### src/rtl/imem_boot_loader_pkg.sv
// rtl/imem_boot_loader_pkg.sv - shared FSM encoding and frame constants for the boot loader
package imem_boot_loader_pkg;

    localparam int         DEFAULT_ADDR_WIDTH = 8;
    localparam logic [7:0] MAGIC_DEFAULT      = 8'hA5;

    typedef enum logic [2:0] {
        ST_IDLE,
        ST_LEN_LO,
        ST_LEN_HI,
        ST_DATA,
        ST_CHECK,
        ST_DONE,
        ST_ERROR
    } boot_state_t;

    // A frame may fill the memory exactly; anything larger is rejected.
    function automatic logic len_exceeds(input logic [15:0] n, input int aw);
        return {16'd0, n} > (32'd1 << aw);
    endfunction

endpackage

### src/rtl/imem_boot_loader_if.sv
// rtl/imem_boot_loader_if.sv - byte-stream input and instMem write port of the boot loader
interface imem_boot_loader_if #(
    parameter int ADDR_WIDTH = 8
);
    logic                  in_valid;
    logic [7:0]            in_data;
    logic                  in_ready;
    logic                  imem_we;
    logic [ADDR_WIDTH-1:0] imem_addr;
    logic [31:0]           imem_wdata;

    modport master (
        input  in_valid, in_data,
        output in_ready, imem_we, imem_addr, imem_wdata
    );

    modport slave (
        output in_valid, in_data,
        input  in_ready, imem_we, imem_addr, imem_wdata
    );
endinterface

### src/rtl/imem_boot_loader_packer.sv
// rtl/imem_boot_loader_packer.sv - assembles little-endian payload bytes into 32-bit words
module imem_boot_loader_packer (
    input  logic        clk,
    input  logic        rst,
    input  logic        clr,
    input  logic        byte_valid,
    input  logic [7:0]  byte_data,
    output logic        word_done,
    output logic [31:0] word
);

    logic [1:0]  lane_q;
    logic [23:0] shift_q;

    // The fourth byte is combined directly so the word is available on its accept edge.
    assign word_done = byte_valid && (lane_q == 2'd3);
    assign word      = {byte_data, shift_q};

    always_ff @(posedge clk or negedge rst) begin
        if (!rst) begin
            lane_q  <= 2'd0;
            shift_q <= 24'd0;
        end else if (clr) begin
            lane_q  <= 2'd0;
            shift_q <= 24'd0;
        end else if (byte_valid) begin
            lane_q  <= lane_q + 2'd1;
            shift_q <= {byte_data, shift_q[23:8]};
        end
    end

endmodule

### src/rtl/imem_boot_loader.sv
// rtl/imem_boot_loader.sv - loads instMem from a framed byte stream and gates the CPU reset
module imem_boot_loader
    import imem_boot_loader_pkg::*;
#(
    parameter int         ADDR_WIDTH = DEFAULT_ADDR_WIDTH,
    parameter logic [7:0] MAGIC      = MAGIC_DEFAULT
) (
    input  logic               clk,
    input  logic               rst,
    input  logic               reload,
    output logic               cpu_rst,
    output logic               done,
    output logic               error,
    imem_boot_loader_if.master bus
);

    localparam logic [ADDR_WIDTH:0] CNT_ONE = 1;

    boot_state_t           state_q, state_d;
    logic                  armed_q;
    logic [7:0]            len_lo_q;
    logic [ADDR_WIDTH:0]   len_q;
    logic [ADDR_WIDTH:0]   word_cnt_q;
    logic [7:0]            csum_q;
    logic                  accept;
    logic                  byte_valid;
    logic                  clr;
    logic                  word_done;
    logic                  last_word;
    logic [31:0]           word;
    logic [15:0]           len_word;

    // armed_q keeps in_ready low for the first cycle out of reset.
    assign bus.in_ready = armed_q && (state_q != ST_DONE) && (state_q != ST_ERROR);
    assign accept       = bus.in_valid && bus.in_ready;
    assign byte_valid   = accept && (state_q == ST_DATA);
    assign len_word     = {bus.in_data, len_lo_q};
    assign last_word    = (word_cnt_q + CNT_ONE) == len_q;
    assign clr          = (state_d == ST_IDLE);

    imem_boot_loader_packer u_packer (
        .clk        (clk),
        .rst        (rst),
        .clr        (clr),
        .byte_valid (byte_valid),
        .byte_data  (bus.in_data),
        .word_done  (word_done),
        .word       (word)
    );

    always_ff @(posedge clk or negedge rst) begin
        if (!rst) begin
            state_q <= ST_IDLE;
            armed_q <= 1'b0;
        end else begin
            state_q <= state_d;
            armed_q <= 1'b1;
        end
    end

    always_comb begin
        state_d = state_q;
        cpu_rst = 1'b1;
        done    = 1'b0;
        error   = 1'b0;
        case (state_q)
            ST_IDLE:   if (accept && bus.in_data == MAGIC) state_d = ST_LEN_LO;
            ST_LEN_LO: if (accept) state_d = ST_LEN_HI;
            ST_LEN_HI: begin
                if (accept) begin
                    if (len_exceeds(len_word, ADDR_WIDTH)) state_d = ST_ERROR;
                    else if (len_word == 16'd0)            state_d = ST_CHECK;
                    else                                   state_d = ST_DATA;
                end
            end
            ST_DATA:   if (word_done && last_word) state_d = ST_CHECK;
            ST_CHECK:  if (accept) state_d = (bus.in_data == csum_q) ? ST_DONE : ST_ERROR;
            ST_DONE: begin
                cpu_rst = 1'b0;
                done    = 1'b1;
                if (reload) state_d = ST_IDLE;
            end
            ST_ERROR: begin
                error = 1'b1;
                if (reload) state_d = ST_IDLE;
            end
            default:   state_d = ST_IDLE;
        endcase
    end

    always_ff @(posedge clk or negedge rst) begin
        if (!rst) begin
            len_lo_q   <= 8'd0;
            len_q      <= '0;
            word_cnt_q <= '0;
            csum_q     <= 8'd0;
        end else begin
            if (state_q == ST_LEN_LO && accept) len_lo_q <= bus.in_data;
            // Only the low ADDR_WIDTH+1 bits matter once the oversize check has passed.
            if (state_q == ST_LEN_HI && accept) len_q <= len_word[ADDR_WIDTH:0];
            if (clr) begin
                word_cnt_q <= '0;
                csum_q     <= 8'd0;
            end else begin
                if (word_done)  word_cnt_q <= word_cnt_q + CNT_ONE;
                if (byte_valid) csum_q     <= csum_q ^ bus.in_data;
            end
        end
    end

    always_ff @(posedge clk or negedge rst) begin
        if (!rst) begin
            bus.imem_we    <= 1'b0;
            bus.imem_addr  <= '0;
            bus.imem_wdata <= 32'd0;
        end else begin
            bus.imem_we <= word_done;
            if (word_done) begin
                bus.imem_addr  <= word_cnt_q[ADDR_WIDTH-1:0];
                bus.imem_wdata <= word;
            end
        end
    end

endmodule

### src/flat_wrapper.sv
// flat-port wrapper written by rule: the top's interface ports become plain ports
module imem_boot_loader_flat import imem_boot_loader_pkg::*;
#(
    parameter int         ADDR_WIDTH = DEFAULT_ADDR_WIDTH,
    parameter logic [7:0] MAGIC      = MAGIC_DEFAULT
)
  (clk, rst, reload, cpu_rst, done, error, bus_in_valid, bus_in_data, bus_in_ready, bus_imem_we, bus_imem_addr, bus_imem_wdata);
  imem_boot_loader_if #(.ADDR_WIDTH(ADDR_WIDTH)) bus_i ();
  input  logic clk;
  input  logic rst;
  input  logic reload;
  output logic cpu_rst;
  output logic done;
  output logic error;
  input wire logic [$bits(bus_i.in_valid)-1:0] bus_in_valid;
  input wire logic [$bits(bus_i.in_data)-1:0] bus_in_data;
  output wire logic [$bits(bus_i.in_ready)-1:0] bus_in_ready;
  output wire logic [$bits(bus_i.imem_we)-1:0] bus_imem_we;
  output wire logic [$bits(bus_i.imem_addr)-1:0] bus_imem_addr;
  output wire logic [$bits(bus_i.imem_wdata)-1:0] bus_imem_wdata;
  assign bus_i.in_valid = bus_in_valid;
  assign bus_i.in_data = bus_in_data;
  assign bus_in_ready = bus_i.in_ready;
  assign bus_imem_we = bus_i.imem_we;
  assign bus_imem_addr = bus_i.imem_addr;
  assign bus_imem_wdata = bus_i.imem_wdata;
  imem_boot_loader #(.ADDR_WIDTH(ADDR_WIDTH), .MAGIC(MAGIC)) u_core (.clk(clk), .rst(rst), .reload(reload), .cpu_rst(cpu_rst), .done(done), .error(error), .bus(bus_i));
endmodule
### config.mk
export PLATFORM = sky130hd
export DESIGN_NAME = imem_boot_loader_flat
export DESIGN_NICKNAME = d
export VERILOG_FILES = /design/src/rtl/imem_boot_loader_pkg.sv /design/src/rtl/imem_boot_loader_if.sv /design/src/rtl/imem_boot_loader_packer.sv /design/src/rtl/imem_boot_loader.sv /design/src/flat_wrapper.sv
export SDC_FILE = /design/constraint.sdc
export NUM_CORES = 1
export LEC_CHECK = 0
export BUFFER_PORTS_ARGS = -buffer_cell sky130_fd_sc_hd__buf_2
export CAP_MARGIN = 20
export CORE_MARGIN = 1
export CORE_UTILIZATION = 40
export DETAILED_ROUTE_END_ITERATION = 10
export PLACE_DENSITY = 0.68
export SKIP_LAST_GASP = 1
export SLEW_MARGIN = 20
export SYNTH_ARGS = -nofsm -noshare
export SYNTH_HDL_FRONTEND = slang
export SYNTH_SLANG_ARGS = --single-unit
### constraint.sdc
create_clock -name clk -period 2.1 [get_ports clk]
set_input_delay 0.315 -clock clk [delete_from_list [all_inputs] [get_ports clk]]
set_output_delay 0.315 -clock clk [all_outputs]
set_load 0.02 [all_outputs]
==> flow_metrics.tcl <==
set metrics [dict create \
    cts_inserted_buffers 9 \
    setup-violations-final 26 \
    via_count 3716 \
    synth_top_cell_area_share_pct 54.7 \
    setup_slack_ps -44.3 \
    grt_pass1_wl_um 18400 \
    final.period_utilization_pct 102 \
    number_of_global_route_vias_before_repair 3632 \
    worst-r2r-setup-slack_ps -40 \
    die_height_um 112 \
    syn_area_um2 4800 \
    vias_per_cell 5.10 \
    yosysSeqAreaShare_pct 54.7 \
    synth_top_cell_by_area "sky130_fd_sc_hd__dfrtp_1" \
    power_density_nw_per_um2 1010 \
    synth.ff_latch_count 105 \
    ys.flop_type "sky130_fd_sc_hd__dfrtp_1" \
    clock_insertion_delay_worst_skew_ps 340 \
    highest_layer "met4" \
    synth_compound_area_share_pct 7.29 \
    postLayoutCellArea_um2 5960 \
    root_buffer "sky130_fd_sc_hd__clkbuf_16" \
    crit_fanout 5 \
    fin_worst_skew_ps 9.40 \
    power.sequential.fraction_pct 40.7 \
    remaining_number_of_nets_flagged_by_the_antenna_check_after_routing 0 \
    post_synthesis_simple_gate_area_fraction_pct 23.5 \
    slew-limit-headroom_pct 66.4 \
    maxClockFrequency_mhz 466 \
    route.final.wire_length_um 11200 \
    detailedRoute.firstPassIterationCount 8 \
    finish.utilization_pct 51.5 \
    post_synth_cell_types 44 \
    chipWidth_um 112 \
    cts.reportedPaths.clkPinSlew_ps 80 \
    muxShareOfSynthArea_pct 3.75 \
    critical_path_class "flop to flop" \
    pin_count_of_the_biggest_net_entering_global_routing 59 \
    route.met3.wl_um 466 \
    failed_checks "design-rule violations, negative setup slack" \
    hold_path_class "primary input to flop" \
    finalWeightedCongestion 0.845 \
    hold_violations 0 \
    row_count 39 \
    ctsHtreeMaxLevel 3 \
    syn_area_per_cell_um2 9.70 \
    final_period_minus_worst_setup_slack_ps 2140 \
    timing.max_cap.violations 0 \
    fp.dieArea_um2 12500 \
    kind_of_start_point_of_the_critical_path "flop" \
    power.switching_fraction_pct 32.6 \
    endpoint_kind "flop" \
    unrepaired_setup_endpoints_after_global_routing "true" \
    synth_area_leaders "sky130_fd_sc_hd__dfrtp_1 (55%), sky130_fd_sc_hd__nand2_1 (14%), sky130_fd_sc_hd__xnor2_1 (4.0%)" \
    power.share.combinational_pct 32.6 \
    detail_route.drc_violations 8 \
    ir_drop_worst_case_vdd_v 0.000543 \
    timing_worst_slew_pin_value_ps 503 \
    synth_xor_xnor_area_share_pct 6.75 \
    edff_count_synth 0 \
    post_synth_inst_count 495 \
    fp.coreArea_um2 11600 \
    numClockSinks 105 \
    report.final.slew_viol_count 0 \
    cts_tree "yes" \
    syn_nets 509 \
    antenna_found_initial 0 \
    final_layout_size_suffix_gt1_share_pct 28.5 \
    cts.path.max_buffers 2 \
    port-buffer-count 56 \
    final_nets 595 \
    routed_wire_length_per_instance_um 15.4 \
    synth_fa_ha_area_share_pct 0.729 \
    floorplan.initialDensity_pct 41.5 \
    grt-ovfl-total 0 \
    critPathArrivalTime_ps 2380 \
    number_of_violations_reported_at_the_end_of_detailed_routing_iteration_0 239 \
    met1_wire_length_um 5350 \
    preCtsSetupSlack_ps -115 \
    dp.final_hpwl_um 7030 \
    total_leakage_power_nw 2.96 \
    run_status "complete, but fails checks" \
    inserted_diodes 0 \
    area_overhead_of_the_layout_relative_to_synthesis_pct 24.0 \
    i_o_pin_cnt 57 \
    synth_warnings 0 \
    grt.total_usage_pct 18.7 \
    place_area_um2 5400 \
    cell_internal_pwr_w 0.00405 \
    met2WireLength_um 5190 \
    share_of_flip_flops_with_an_asynchronous_set_or_reset_pct 100 \
    total_switching_power_w 0.00195 \
    main_combinational_cell_family_by_area_after_synthesis "simple AND/OR/NAND/NOR gates" \
    critical_path_required_ps 2340 \
    clock_power_share_pct 26.8 \
]
area by class of cell:
type,count,area (um^2)
well taps,143,179
clock buffers,11,243
clock inverters,5,38.8
repair buffers,102,761
inverters,4,15.0
fillers,1048,5610
multi-input cells,359,2090
flip-flops and latches,105,2630
synthesized netlist by cell type, types with 4 or more instances:
cell and n:
sky130_fd_sc_hd__nand2_1 180, sky130_fd_sc_hd__a21oi_2 21, sky130_fd_sc_hd__nand4_1 7, sky130_fd_sc_hd__buf_2 6, sky130_fd_sc_hd__o21ai_0 7, sky130_fd_sc_hd__nor2_1 28
sky130_fd_sc_hd__mux2_2 16, sky130_fd_sc_hd__a21oi_1 11, sky130_fd_sc_hd__inv_1 4, sky130_fd_sc_hd__dfrtp_1 105, sky130_fd_sc_hd__clkbuf_1 15, sky130_fd_sc_hd__nand3_1 7
sky130_fd_sc_hd__xor2_1 15, sky130_fd_sc_hd__xnor2_1 22, sky130_fd_sc_hd__buf_6 4
cells by family after synthesis:
logic type                 count (synthesis)
AOI/OAI and AO/OA                         47
muxes                                     16
other                                      1
and+or+nand+nor                          255
DFF                                      105
buffers and inverters                     31
xor gates and xnor gates                  37
adders and majority gates                  3
cell usage in the layout, fill, tap and decap left out, types with 6 or more instances in the layout:
cell type and n:
sky130_fd_sc_hd__nand2_1 180, sky130_fd_sc_hd__dfrtp_1 105, sky130_fd_sc_hd__buf_2 55, sky130_fd_sc_hd__buf_4 36
sky130_fd_sc_hd__nor2_1 28, sky130_fd_sc_hd__xnor2_1 21, sky130_fd_sc_hd__a21oi_2 17, sky130_fd_sc_hd__mux2_2 16
sky130_fd_sc_hd__xor2_1 15, sky130_fd_sc_hd__clkbuf_16 12, sky130_fd_sc_hd__a21oi_1 11, sky130_fd_sc_hd__nand3_1 7
sky130_fd_sc_hd__nand4_1 7, sky130_fd_sc_hd__o21ai_0 6
critical path: stages, from the launching register on:
cell and delay (ps):
sky130_fd_sc_hd__dfrtp_1 390, sky130_fd_sc_hd__or4_4 580, sky130_fd_sc_hd__nor4_4 270, sky130_fd_sc_hd__a2bb2oi_2 110
sky130_fd_sc_hd__nor4_4 210, sky130_fd_sc_hd__buf_6 180, sky130_fd_sc_hd__buf_6 120, sky130_fd_sc_hd__clkbuf_16 140
sky130_fd_sc_hd__a21oi_2 30
path summary, 6_finish.rpt:
| path | endpoint | start | cells past startpoint |
|---|---|---|---|
| min reg2reg | u_core.bus.imem_wdata[5] | u_core.bus.imem_wdata[5] | 2 |
| max | u_core.u_packer.shift_q[6] | u_core.len_lo_q[2] | 8 |
| min in group asynchronous | u_core.bus.imem_wdata[5] | rst | 2 |
| min | u_core.bus.imem_wdata[24] | bus_in_data[0] | 3 |
| max reg2reg | u_core.u_packer.shift_q[6] | u_core.len_lo_q[2] | 8 |
| max in group asynchronous | u_core.u_packer.shift_q[22] | rst | 3 |
state kept, by name, indices dropped and copies added (netlist names):
name / cells
u_core.bus.imem_we: 1
u_core.csum_q: 8
u_core.armed_q: 1
u_core.word_cnt_q: 9
u_core.state_q: 3
u_core.u_packer.shift_q: 24
u_core.len_lo_q: 8
u_core.bus.imem_wdata: 32
u_core.bus.imem_addr: 8
u_core.u_packer.lane_q: 2
u_core.len_q: 9
stage by stage:
step / power [W] / TNS (ps) / hold WS, ps / cells
3_3_place_gp: 0.00383 / -1230 / 201 / 698
4_1_cts: 0.00579 / -152 / 328 / 723
2_1_floorplan: 0.00346 / 0 / 19.4 / 495
3_5_place_dp: 0.00388 / -3850 / 213 / 698
5_1_grt: 0.00629 / -3670 / 361 / 729
6_report: 0.00600 / -648 / 330 / 729
routing by layer:
metal	global-route usage [%]	vias to the layer above
met5	0	-
li1	-	1785
met1	26.6	1815
met2	28.3	101
met4	8.56	0
met3	2.72	15
power groups by stage:
stage                     logic [W]  registers, W  clock network (W)
final                       0.00195       0.00244            0.00161
after global routing        0.00210       0.00247            0.00172
after CTS                   0.00172       0.00244            0.00163
after detailed placement    0.00140       0.00247                  0
after global placement      0.00137       0.00246                  0
after floorplan            0.000854       0.00260                  0
what timing repair did:
| action | CTS | global route |
|---|---|---|
| pin swaps | 1 | 7 |
| hold endpoints to repair | 17 | 0 |
| resized for setup | 6 | 11 |
| hold buffers | 1 | 0 |
| setup buffers | 5 | 4 |
| endpoints found under the setup margin | 45 | 46 |
| cloned | 3 | 3 |
(Power assumes the default switching activity.)
